<file path="config.mk">
export PLATFORM = sky130hd
export DESIGN_NAME = unified_mem_arbiter_flat
export DESIGN_NICKNAME = d
export VERILOG_FILES = /design/src/rtl/unified_mem_arbiter_pkg.sv /design/src/rtl/unified_mem_arbiter_if.sv /design/src/rtl/unified_mem_arbiter_streak_counter.sv /design/src/rtl/unified_mem_arbiter.sv /design/src/flat_wrapper.sv
export SDC_FILE = /design/constraint.sdc
export NUM_CORES = 1
export LEC_CHECK = 0
export CAP_MARGIN = 30
export CORE_AREA = 2 2 108 110
export DETAILED_ROUTE_END_ITERATION = 16
export DIE_AREA = 0 0 110 112
export PLACE_DENSITY_LB_ADDON = 0.15
export SLEW_MARGIN = 10
export SYNTH_ARGS = -nofsm -noshare
export SYNTH_HDL_FRONTEND = slang
export SYNTH_SLANG_ARGS = --single-unit
</file>
<file path="constraint.sdc">
create_clock -name clk -period 3.24 [get_ports clk]
set_input_delay 0.81 -clock clk [delete_from_list [all_inputs] [get_ports clk]]
set_output_delay 0.81 -clock clk [all_outputs]
set_load 0.02 [all_outputs]
</file>
<file path="src/rtl/unified_mem_arbiter_pkg.sv">
// Shared types for the unified instruction/data memory arbiter.
package unified_mem_arbiter_pkg;

  typedef enum logic [1:0] {
    MEM_BYTE = 2'd0,
    MEM_HALF = 2'd1,
    MEM_WORD = 2'd2
  } mem_size_t;

  typedef enum logic [1:0] {
    ARB_IDLE,
    ARB_BUSY_IFU,
    ARB_BUSY_LSU
  } arb_state_t;

  // Counter width able to hold the values 0..max_streak inclusive.
  function automatic int unsigned streak_w(input int unsigned max_streak);
    return $clog2(max_streak + 1);
  endfunction

endpackage

</file>
<file path="src/rtl/unified_mem_arbiter_if.sv">
// Bus bundle between the core (IFU/LSU), the arbiter and the single-port memory.
interface unified_mem_arbiter_if #(
  parameter int ADDR_W = 32,
  parameter int DATA_W = 32
);
  import unified_mem_arbiter_pkg::*;

  logic              ifu_req;
  logic [ADDR_W-1:0] ifu_addr;
  logic              ifu_gnt;
  logic              ifu_rvalid;
  logic [DATA_W-1:0] ifu_rdata;

  logic              lsu_req;
  logic              lsu_we;
  mem_size_t         lsu_size;
  logic              lsu_zero_extend;
  logic [ADDR_W-1:0] lsu_addr;
  logic [DATA_W-1:0] lsu_wdata;
  logic              lsu_gnt;
  logic              lsu_rvalid;
  logic [DATA_W-1:0] lsu_rdata;

  logic              mem_req;
  logic              mem_we;
  mem_size_t         mem_size;
  logic              mem_zero_extend;
  logic [ADDR_W-1:0] mem_addr;
  logic [DATA_W-1:0] mem_wdata;
  logic              mem_rvalid;
  logic [DATA_W-1:0] mem_rdata;

  // The arbiter's view: requests and memory responses in, grants and memory requests out.
  modport slave (
    input  ifu_req, ifu_addr,
    input  lsu_req, lsu_we, lsu_size, lsu_zero_extend, lsu_addr, lsu_wdata,
    input  mem_rvalid, mem_rdata,
    output ifu_gnt, ifu_rvalid, ifu_rdata,
    output lsu_gnt, lsu_rvalid, lsu_rdata,
    output mem_req, mem_we, mem_size, mem_zero_extend, mem_addr, mem_wdata
  );

  // The environment's view: the core requesters plus the memory responder.
  modport master (
    output ifu_req, ifu_addr,
    output lsu_req, lsu_we, lsu_size, lsu_zero_extend, lsu_addr, lsu_wdata,
    output mem_rvalid, mem_rdata,
    input  ifu_gnt, ifu_rvalid, ifu_rdata,
    input  lsu_gnt, lsu_rvalid, lsu_rdata,
    input  mem_req, mem_we, mem_size, mem_zero_extend, mem_addr, mem_wdata
  );

endinterface

</file>
<file path="src/rtl/unified_mem_arbiter_streak_counter.sv">
// Counts consecutive LSU grants taken while the IFU waits; saturates at MAX_STREAK.
module arb_streak_counter
  import unified_mem_arbiter_pkg::*;
#(
  parameter int unsigned MAX_STREAK = 4
) (
  input  logic clk,
  input  logic reset,
  input  logic inc,
  input  logic clr,
  output logic streak_max
);

  localparam int unsigned CNT_W = streak_w(MAX_STREAK);
  localparam logic [CNT_W-1:0] MAX_VAL = CNT_W'(MAX_STREAK);

  logic [CNT_W-1:0] cnt_q, cnt_d;

  always_comb begin
    cnt_d = cnt_q;
    if (clr) begin
      cnt_d = '0;
    end else if (inc && (cnt_q != MAX_VAL)) begin
      cnt_d = cnt_q + 1'b1;
    end
  end

  always_ff @(posedge clk) begin
    if (reset) begin
      cnt_q <= '0;
    end else begin
      cnt_q <= cnt_d;
    end
  end

  assign streak_max = (cnt_q == MAX_VAL);

endmodule

</file>
<file path="src/rtl/unified_mem_arbiter.sv">
// Shares one single-port memory between instruction fetch and load/store, one
// transaction outstanding, data priority with a bounded streak to keep fetch alive.
module unified_mem_arbiter
  import unified_mem_arbiter_pkg::*;
#(
  parameter int ADDR_W     = 32,
  parameter int DATA_W     = 32,
  parameter int MAX_STREAK = 4
) (
  input  logic                  clk,
  input  logic                  reset,
  unified_mem_arbiter_if.slave  bus
);

  arb_state_t state_q, state_d;
  logic       streak_max;
  logic       cpl, issue_slot, lsu_win, ifu_win, grant_ifu, grant_lsu;

  always_comb begin
    // A completion frees the memory in the same cycle, so a new request can issue alongside it.
    cpl        = !reset && (state_q != ARB_IDLE) && bus.mem_rvalid;
    issue_slot = !reset && ((state_q == ARB_IDLE) || cpl);
    lsu_win    = bus.lsu_req && !(bus.ifu_req && streak_max);
    ifu_win    = bus.ifu_req && !lsu_win;
    grant_lsu  = issue_slot && lsu_win;
    grant_ifu  = issue_slot && ifu_win;

    state_d = state_q;
    if (issue_slot) begin
      if (grant_lsu) begin
        state_d = ARB_BUSY_LSU;
      end else if (grant_ifu) begin
        state_d = ARB_BUSY_IFU;
      end else begin
        state_d = ARB_IDLE;
      end
    end
  end

  always_comb begin
    bus.mem_req         = grant_lsu || grant_ifu;
    bus.mem_we          = 1'b0;
    bus.mem_size        = MEM_BYTE;
    bus.mem_zero_extend = 1'b0;
    bus.mem_addr        = {ADDR_W{1'b0}};
    bus.mem_wdata       = {DATA_W{1'b0}};
    if (grant_lsu) begin
      bus.mem_we          = bus.lsu_we;
      bus.mem_size        = bus.lsu_size;
      bus.mem_zero_extend = bus.lsu_zero_extend;
      bus.mem_addr        = bus.lsu_addr;
      bus.mem_wdata       = bus.lsu_wdata;
    end else if (grant_ifu) begin
      bus.mem_size = MEM_WORD;
      bus.mem_addr = bus.ifu_addr;
    end

    bus.ifu_gnt    = grant_ifu;
    bus.lsu_gnt    = grant_lsu;
    bus.ifu_rvalid = cpl && (state_q == ARB_BUSY_IFU);
    bus.lsu_rvalid = cpl && (state_q == ARB_BUSY_LSU);
    bus.ifu_rdata  = bus.ifu_rvalid ? bus.mem_rdata : {DATA_W{1'b0}};
    bus.lsu_rdata  = bus.lsu_rvalid ? bus.mem_rdata : {DATA_W{1'b0}};
  end

  always_ff @(posedge clk) begin
    if (reset) begin
      state_q <= ARB_IDLE;
    end else begin
      state_q <= state_d;
    end
  end

  arb_streak_counter #(
    .MAX_STREAK (MAX_STREAK)
  ) u_streak (
    .clk        (clk),
    .reset      (reset),
    .inc        (grant_lsu && bus.ifu_req),
    .clr        (grant_ifu),
    .streak_max (streak_max)
  );

  // A response with no owner (e.g. after reset dropped a transaction) is discarded.
  a_stray_rvalid: assert property (@(posedge clk) disable iff (reset)
    !((state_q == ARB_IDLE) && bus.mem_rvalid))
    else $warning("stray mem_rvalid ignored while idle");

  a_ifu_hold: assert property (@(posedge clk) disable iff (reset)
    (bus.ifu_req && !bus.ifu_gnt) |=> (bus.ifu_req && $stable(bus.ifu_addr)))
    else $error("ifu request changed before grant");

  a_lsu_hold: assert property (@(posedge clk) disable iff (reset)
    (bus.lsu_req && !bus.lsu_gnt) |=> (bus.lsu_req && $stable(bus.lsu_addr) &&
      $stable(bus.lsu_we) && $stable(bus.lsu_size) && $stable(bus.lsu_zero_extend) &&
      $stable(bus.lsu_wdata)))
    else $error("lsu request changed before grant");

endmodule

</file>
<file path="src/flat_wrapper.sv">
// flat-port wrapper written by rule: the top's interface ports become plain ports
module unified_mem_arbiter_flat import unified_mem_arbiter_pkg::*;
#(
  parameter int ADDR_W     = 32,
  parameter int DATA_W     = 32,
  parameter int MAX_STREAK = 4
)
  (clk, reset, bus_ifu_req, bus_ifu_addr, bus_lsu_req, bus_lsu_we, bus_lsu_size, bus_lsu_zero_extend, bus_lsu_addr, bus_lsu_wdata, bus_mem_rvalid, bus_mem_rdata, bus_ifu_gnt, bus_ifu_rvalid, bus_ifu_rdata, bus_lsu_gnt, bus_lsu_rvalid, bus_lsu_rdata, bus_mem_req, bus_mem_we, bus_mem_size, bus_mem_zero_extend, bus_mem_addr, bus_mem_wdata);
  unified_mem_arbiter_if #(.ADDR_W(ADDR_W), .DATA_W(DATA_W)) bus_i ();
  input  logic clk;
  input  logic reset;
  input wire logic [$bits(bus_i.ifu_req)-1:0] bus_ifu_req;
  input wire logic [$bits(bus_i.ifu_addr)-1:0] bus_ifu_addr;
  input wire logic [$bits(bus_i.lsu_req)-1:0] bus_lsu_req;
  input wire logic [$bits(bus_i.lsu_we)-1:0] bus_lsu_we;
  input wire logic [$bits(bus_i.lsu_size)-1:0] bus_lsu_size;
  input wire logic [$bits(bus_i.lsu_zero_extend)-1:0] bus_lsu_zero_extend;
  input wire logic [$bits(bus_i.lsu_addr)-1:0] bus_lsu_addr;
  input wire logic [$bits(bus_i.lsu_wdata)-1:0] bus_lsu_wdata;
  input wire logic [$bits(bus_i.mem_rvalid)-1:0] bus_mem_rvalid;
  input wire logic [$bits(bus_i.mem_rdata)-1:0] bus_mem_rdata;
  output wire logic [$bits(bus_i.ifu_gnt)-1:0] bus_ifu_gnt;
  output wire logic [$bits(bus_i.ifu_rvalid)-1:0] bus_ifu_rvalid;
  output wire logic [$bits(bus_i.ifu_rdata)-1:0] bus_ifu_rdata;
  output wire logic [$bits(bus_i.lsu_gnt)-1:0] bus_lsu_gnt;
  output wire logic [$bits(bus_i.lsu_rvalid)-1:0] bus_lsu_rvalid;
  output wire logic [$bits(bus_i.lsu_rdata)-1:0] bus_lsu_rdata;
  output wire logic [$bits(bus_i.mem_req)-1:0] bus_mem_req;
  output wire logic [$bits(bus_i.mem_we)-1:0] bus_mem_we;
  output wire logic [$bits(bus_i.mem_size)-1:0] bus_mem_size;
  output wire logic [$bits(bus_i.mem_zero_extend)-1:0] bus_mem_zero_extend;
  output wire logic [$bits(bus_i.mem_addr)-1:0] bus_mem_addr;
  output wire logic [$bits(bus_i.mem_wdata)-1:0] bus_mem_wdata;
  assign bus_i.ifu_req = bus_ifu_req;
  assign bus_i.ifu_addr = bus_ifu_addr;
  assign bus_i.lsu_req = bus_lsu_req;
  assign bus_i.lsu_we = bus_lsu_we;
  assign bus_i.lsu_size = bus_lsu_size;
  assign bus_i.lsu_zero_extend = bus_lsu_zero_extend;
  assign bus_i.lsu_addr = bus_lsu_addr;
  assign bus_i.lsu_wdata = bus_lsu_wdata;
  assign bus_i.mem_rvalid = bus_mem_rvalid;
  assign bus_i.mem_rdata = bus_mem_rdata;
  assign bus_ifu_gnt = bus_i.ifu_gnt;
  assign bus_ifu_rvalid = bus_i.ifu_rvalid;
  assign bus_ifu_rdata = bus_i.ifu_rdata;
  assign bus_lsu_gnt = bus_i.lsu_gnt;
  assign bus_lsu_rvalid = bus_i.lsu_rvalid;
  assign bus_lsu_rdata = bus_i.lsu_rdata;
  assign bus_mem_req = bus_i.mem_req;
  assign bus_mem_we = bus_i.mem_we;
  assign bus_mem_size = bus_i.mem_size;
  assign bus_mem_zero_extend = bus_i.mem_zero_extend;
  assign bus_mem_addr = bus_i.mem_addr;
  assign bus_mem_wdata = bus_i.mem_wdata;
  unified_mem_arbiter #(.ADDR_W(ADDR_W), .DATA_W(DATA_W), .MAX_STREAK(MAX_STREAK)) u_core (.clk(clk), .reset(reset), .bus(bus_i));
endmodule
</file>
==> results of run 1 <==
-- kinds of logic (layout without fill, tap and decap cells) --
kind of cell               Yosys count  count (layout)  share of synthesized area [%]
adders and majority gates            2               2                          1.609
buffers and inverters               33             310                          8.849
DFF                                  5               5                          6.436
AOI/OAI and AO/OA                   44              44                          15.69
and+or+nand+nor                    179             179                          67.42
-- routing by layer --
metal | global-route usage, % | vias to the layer above
li1 | - | 1445
met5 | 0 | -
met1 | 14.02 | 1304
met4 | 4.219 | 0
met3 | 4.801 | 11
met2 | 27.48 | 182
-- flip-flops by register name, indices dropped and copies added, names as in the netlist --
name / count
u_core.state_q: 2
u_core.u_streak.cnt_q: 3
-- power by group through the flow --
stage	combinational, mW	clock (mW)	sequential [mW]
after floorplan	0.172	0	0.0672
after global placement	0.495	0	0.0684
after CTS	0.459	0.216	0.0677
after global routing	0.491	0.218	0.0679
final	0.458	0.212	0.0677
after detailed placement	0.497	0	0.0685
-- Yosys cell counts, types with 2 or more instances --
library cell,instances
nand2_1,4
a21oi_1,36
inv_1,5
nor4b_2,2
dfxtp_1,5
clkbuf_1,23
and2_1,99
o21ai_0,2
nand3_1,65
nor2_1,2
buf_2,2
ha_1,2
-- final timing paths --
check | depth (start not counted) | start | slack (ps) | endpoint
setup / recovery | 6 | bus_ifu_req | 70 | bus_mem_wdata[24]
hold / removal | 2 | u_core.u_streak.cnt_q[1]$_SDFFE_PP0P_ | 490 | u_core.u_streak.cnt_q[1]$_SDFFE_PP0P_
setup reg to reg | 6 | u_core.u_streak.cnt_q[0]$_SDFFE_PP0P_ | 1490 | u_core.u_streak.cnt_q[1]$_SDFFE_PP0P_
hold reg to reg | 2 | u_core.u_streak.cnt_q[1]$_SDFFE_PP0P_ | 490 | u_core.u_streak.cnt_q[1]$_SDFFE_PP0P_
-- timing repair --
action	in CTS	in global routing
pin swaps	0	1
gates resized for setup	156	177
cloned	0	2
endpoints found under the hold margin	0	0
setup buffers	0	4
hold buffers	0	0
setup endpoints to repair	136	131
-- cell type report --
cell class / instances / area share (%)
clock buffer: 4 / 1.810
sequential: 5 / 2.298
multi-input combinational: 225 / 30.94
timing repair buffer: 301 / 60.41
tap: 143 / 4.108
inverter: 5 / 0.4309
-- worst max-delay path, cell delays in order --
cell and delay [ps]:
clkdlybuf4s50_1 500, nand3_2 130, and4_2 290, buf_4 170, and2_1 150, dlygate4sd2_1 310
-- metrics by stage --
step | hold slack (ps) | cells | utilization [%] | cell area [um^2]
after CTS | 500.4 | 677 | 40.70 | 4548
after global placement | 474.8 | 673 | 41.31 | 4616
after floorplan | 460.1 | 263 | - | 1555
after global routing | 533.6 | 683 | 38.98 | 4355
final | 494.9 | 683 | 38.98 | 4355
after detailed placement | 495.7 | 673 | 41.31 | 4616
==> flow_summary.toml, run 1 <==
[clocking]
htree_levels = 1
clk_latency_ps = 230
clkSinkCount = 5
cts_tree = "yes"
cts_max_path_buffers = 2
cts_buffers = 3
clkSlewWorstSetupHoldPaths_ps = 30
cts-root-buf = "clkbuf_16"

[final_layout]
multiInputGateArea_um2 = 1348
antennaDiodeCount = 0
final_net_count = 680
fill_cells = 1174
areaGrowthSynthToFinish_pct = 180.0
seq_area_um2 = 100.1
final_common_cell = "clkdlybuf4s50_1"
most-common-layout-cells = "136 x clkdlybuf4s50_1, 99 x and2_1, 78 x clkbuf_2"
drive_above_1_share_pct = 22.22

[global_route]
grtUsageTotal_pct = 14.29
grt_overflow = 0
grt_max_degree = 35
antenna_found_initial = 0
grt_pass1_wl_mm = 14.08
grt_pass1_vias = 2878

[detailed_routing]
wl_met2_mm = 5.128
wl_met3_mm = 1.272
drt-initial-drc-count = 95
highest_layer = "met4"
wl_mm = 9.818
vias = 2942
drc_errors = 0
m1WireLength_mm = 3.268
via_per_inst = 4.307
first_pass_iters = 4
ant_nets = 0
wl_per_cell_um = 14.37

[setup_path]
path_max_fanout = 10
end_kind = "output pin"
crit_type = "primary input to output pin"
start_kind = "primary input"
critPathRequiredTime_ps = 2430
crit_arrival_ps = 2360

[placement]
dp_hpwl_mm = 7.779
place_congestion = 0.7646
pre_cts_ws_ps = -322.1
portBuffers = 273

[min_path]
min_path_type = "flop to flop"

[floorplan]
die_area_um2 = 12320
die_h_um = 112
core-area_um2 = 11170
ioPinCount = 274
start_util_pct = 13.92
placement_rows = 39
dieWidth_um = 110

[synthesis]
synthDistinctLibCells = 28
syn_area_um2 = 1555
synth_top_area_share_pct = 39.82
ys_warn_count = 0
synth-seq-cells = 5
synth_edf_count = 0
syn_nets = 402
ys_async_sr_fraction_pct = 0
yosysSeqAreaShare_pct = 6.436
yosys.area.top_type = "and2_1"
synth_area_leaders = "and2_1 40%, nand3_1 21%, a21oi_1 12%, dfxtp_1 6.4%, clkbuf_1 5.6%"
syn_area_per_cell_um2 = 5.913
syn_inst = 263
synth-main-ff-cell = "dfxtp_1"

[timing]
period_minus_slack_ps = 3172
slew_headroom_pct = 81.51
worstMarginPinSlew_ps = 277.4
timing.fmax_mhz = 315.3
fin_tns_setup_ps = 0
setup_ws_ps = 68.38
hold_violations = 0
finalSetupViolCount = 0
period_share_pct = 97.89
maxSlewViolCount = 0
timing.clock.skew_ps = 0.7352

[pwr]
power_per_cell_area_nw_per_um2 = 169.3
leakagePower_nw = 2.031
pwr-share-seq_pct = 9.2
p_comb_share_pct = 62.1
swShare_pct = 33.91
p_total_uw = 737.5
irDropWorstVdd_uv = 123.3
p_switching_uw = 250.0
clockPowerShare_pct = 28.7
internal-power_uw = 487.4

[run_status]
status = "finished clean"

[flow_run]
maxCapViolCount = 0
Power figures use the tool's default switching activity.
==> run 2: changes to the inputs <==
--- a/config.mk
+++ b/config.mk
@@ -6,10 +6,9 @@
 export NUM_CORES = 1
 export LEC_CHECK = 0
 export CAP_MARGIN = 30
-export CORE_AREA = 2 2 108 110
+export CORE_AREA = 3 3 106 108
 export DETAILED_ROUTE_END_ITERATION = 16
-export DIE_AREA = 0 0 110 112
-export PLACE_DENSITY_LB_ADDON = 0.15
+export DIE_AREA = 0 0 109 111
 export SLEW_MARGIN = 10
 export SYNTH_ARGS = -nofsm -noshare
 export SYNTH_HDL_FRONTEND = slang
==> run 2 against run 1 <==
Against the previous run: via count is 1.1% lower; count of clock-buffer cells in the layout stayed put; wire length up 5.3%; sequential share of layout area decreased by 0.072 points; first-iteration DRC count rose by 67%; maximum frequency is essentially flat; core utilization is 4.6 points higher; register-to-register slack barely moved; global-route usage up 1.3 points.
==> flow_summary.toml, run 2 (synthesis gave the netlist of run 1 again) <==
[run_status]
status = "finished clean"

[detailed_routing]
ant_nets = 0
drt-initial-drc-count = 159
via_per_inst = 4.335
first_pass_iters = 4
wl_mm = 10.34
vias = 2909
drc_errors = 0
wl_per_cell_um = 15.41

[setup_path]
crit_type = "primary input to output pin"
slowest_stage = "clkdlybuf4s50_1"
crit_arrival_ps = 2360
rr_worst_depth = 6
cp_top_family = "buffers and inverters"
path_cells = "clkdlybuf4s50_1 > inv_2 > nor4b_4 > buf_4 > clkbuf_16 > and2_1 > clkdlybuf4s15_2"
critical_path.max_stage_delay_ps = 520
path_max_fanout = 16
end_kind = "output pin"
critPathRequiredTime_ps = 2430
cp.depth = 7
path_buf_inv = 5
start_kind = "primary input"
r2r_setup_slack_ps = 1500

[pwr]
power_per_cell_area_nw_per_um2 = 144.9
clockPowerShare_pct = 17.9
swShare_pct = 36.20
pwr-share-seq_pct = 10.4
internal-power_uw = 415.7
leakagePower_nw = 2.001
p_total_uw = 651.5
p_switching_uw = 235.8
irDropWorstVdd_uv = 81.42
p_comb_share_pct = 71.7

[clocking]
clkSlewWorstSetupHoldPaths_ps = 40
cts_max_path_buffers = 2
htree_levels = 1
cts_buffers = 3
cts_tree = "yes"
clkSinkCount = 5
cts_hold_buf = 0
cts-root-buf = "clkbuf_8"
clk_latency_ps = 220

[global_route]
grt_pass1_vias = 2871
grt_overflow = 0
antenna_found_initial = 0
grt_max_degree = 38
grt_pass1_wl_mm = 15.29
grtUsageTotal_pct = 15.55

[placement]
place_congestion = 0.8026
dp_hpwl_mm = 8.387
dp.cells = 665
portBuffers = 273

[timing]
period_minus_slack_ps = 3174
worstMarginPinSlew_ps = 300.2
finalSetupViolCount = 0
slew_headroom_pct = 79.96
hold_ws_ps = 491.8
period_share_pct = 97.96
timing.fmax_mhz = 315.1
maxSlewViolCount = 0
hold_violations = 0
rsz0062_at_grt = "no"
timing.clock.skew_ps = 0.08848

[floorplan]
die_area_um2 = 12100
ioPinCount = 274
core-area_um2 = 10320
placement_rows = 37
dieWidth_um = 109
start_util_pct = 15.06
die_h_um = 111

[final_layout]
final_net_count = 675
fin_cells = 671
largest_reg_flops = 3
areaGrowthSynthToFinish_pct = 189.1
fill_cells = 1090
top_register = "u_core.u_streak.cnt_q"
reg_top3 = "u_core.u_streak.cnt_q x3, u_core.state_q x2"
finish.utilization_pct = 43.55
final_common_cell = "clkdlybuf4s50_1"
antennaDiodeCount = 0
most-common-layout-cells = "135 x clkdlybuf4s50_1, 99 x and2_1, 65 x nand3_1"
drive_above_1_share_pct = 21.31

[min_path]
hold_depth = 2
min_path_type = "flop to flop"

[flow_run]
maxCapViolCount = 0
[run 2: changes by cell type in the layout (fill, tap and decap cells not counted), sizes merged]
cell | before | now
buf | 29 | 22
clkdlybuf4s15 | 30 | 58
clkbuf | 84 | 47
dlymetal6s2s | 0 | 1
clkdlybuf4s50 | 136 | 135
dlygate4sd2 | 26 | 37
[run 2: layout make-up]
type / instances / area [um^2] / share of cell area, %
timing repair buffer: 296 / 2820 / 62.73
multi-input combinational: 225 / 1341 / 29.84
tap: 136 / 170.2 / 3.785
sequential: 5 / 100.1 / 2.227
clock buffer: 4 / 45.04 / 1.002
inverter: 5 / 18.77 / 0.4175
[run 2: per-layer routing]
metal / share of wire, % / GRT usage, %
met4: 1.5 / 3.788
met1: 36 / 17.13
met5: 0 / 0
met2: 52 / 28.99
met3: 11 / 3.960
[run 2: per-stage QoR]
stage / setup slack [ps] / instance area [um^2] / setup TNS, ps
after floorplan: 429.1 / 1555 / 0
after global placement: -342.9 / 4614 / -32500
after detailed placement: -352.2 / 4614 / -34600
after CTS: 0.7729 / 4626 / 0
after global routing: 0.9481 / 4496 / 0
final: 66.09 / 4496 / 0
[run 2: path summary, 6_finish.rpt]
| path | startpoint | endpoint |
|---|---|---|
| worst max-delay path | bus_mem_rvalid | bus_lsu_rdata[2] |
| worst min register to register | u_core.u_streak.cnt_q[1]$_SDFFE_PP0P_ | u_core.u_streak.cnt_q[1]$_SDFFE_PP0P_ |
| worst max register to register | u_core.u_streak.cnt_q[0]$_SDFFE_PP0P_ | u_core.u_streak.cnt_q[1]$_SDFFE_PP0P_ |
| worst min-delay path | u_core.u_streak.cnt_q[1]$_SDFFE_PP0P_ | u_core.u_streak.cnt_q[1]$_SDFFE_PP0P_ |
[run 2: worst min-delay path: stages, from the launching register on]
cell and delay, ps:
dfxtp_1 310, o21ai_0 70, a21oi_1 60
[run 2: repair_timing]
item,4_1_cts,5_1_grt
endpoints found under the setup margin,137,108
pin swaps,1,1
resized for setup,245,78
cloned,0,1
setup buffers,0,1
[run 2: power groups by stage]
stage | clock [mW] | combinational, mW | sequential, mW
after floorplan | 0 | 0.172 | 0.0672
after global placement | 0 | 0.497 | 0.0683
after detailed placement | 0 | 0.500 | 0.0685
after CTS | 0.119 | 0.471 | 0.0676
after global routing | 0.124 | 0.502 | 0.0684
final | 0.116 | 0.467 | 0.0678
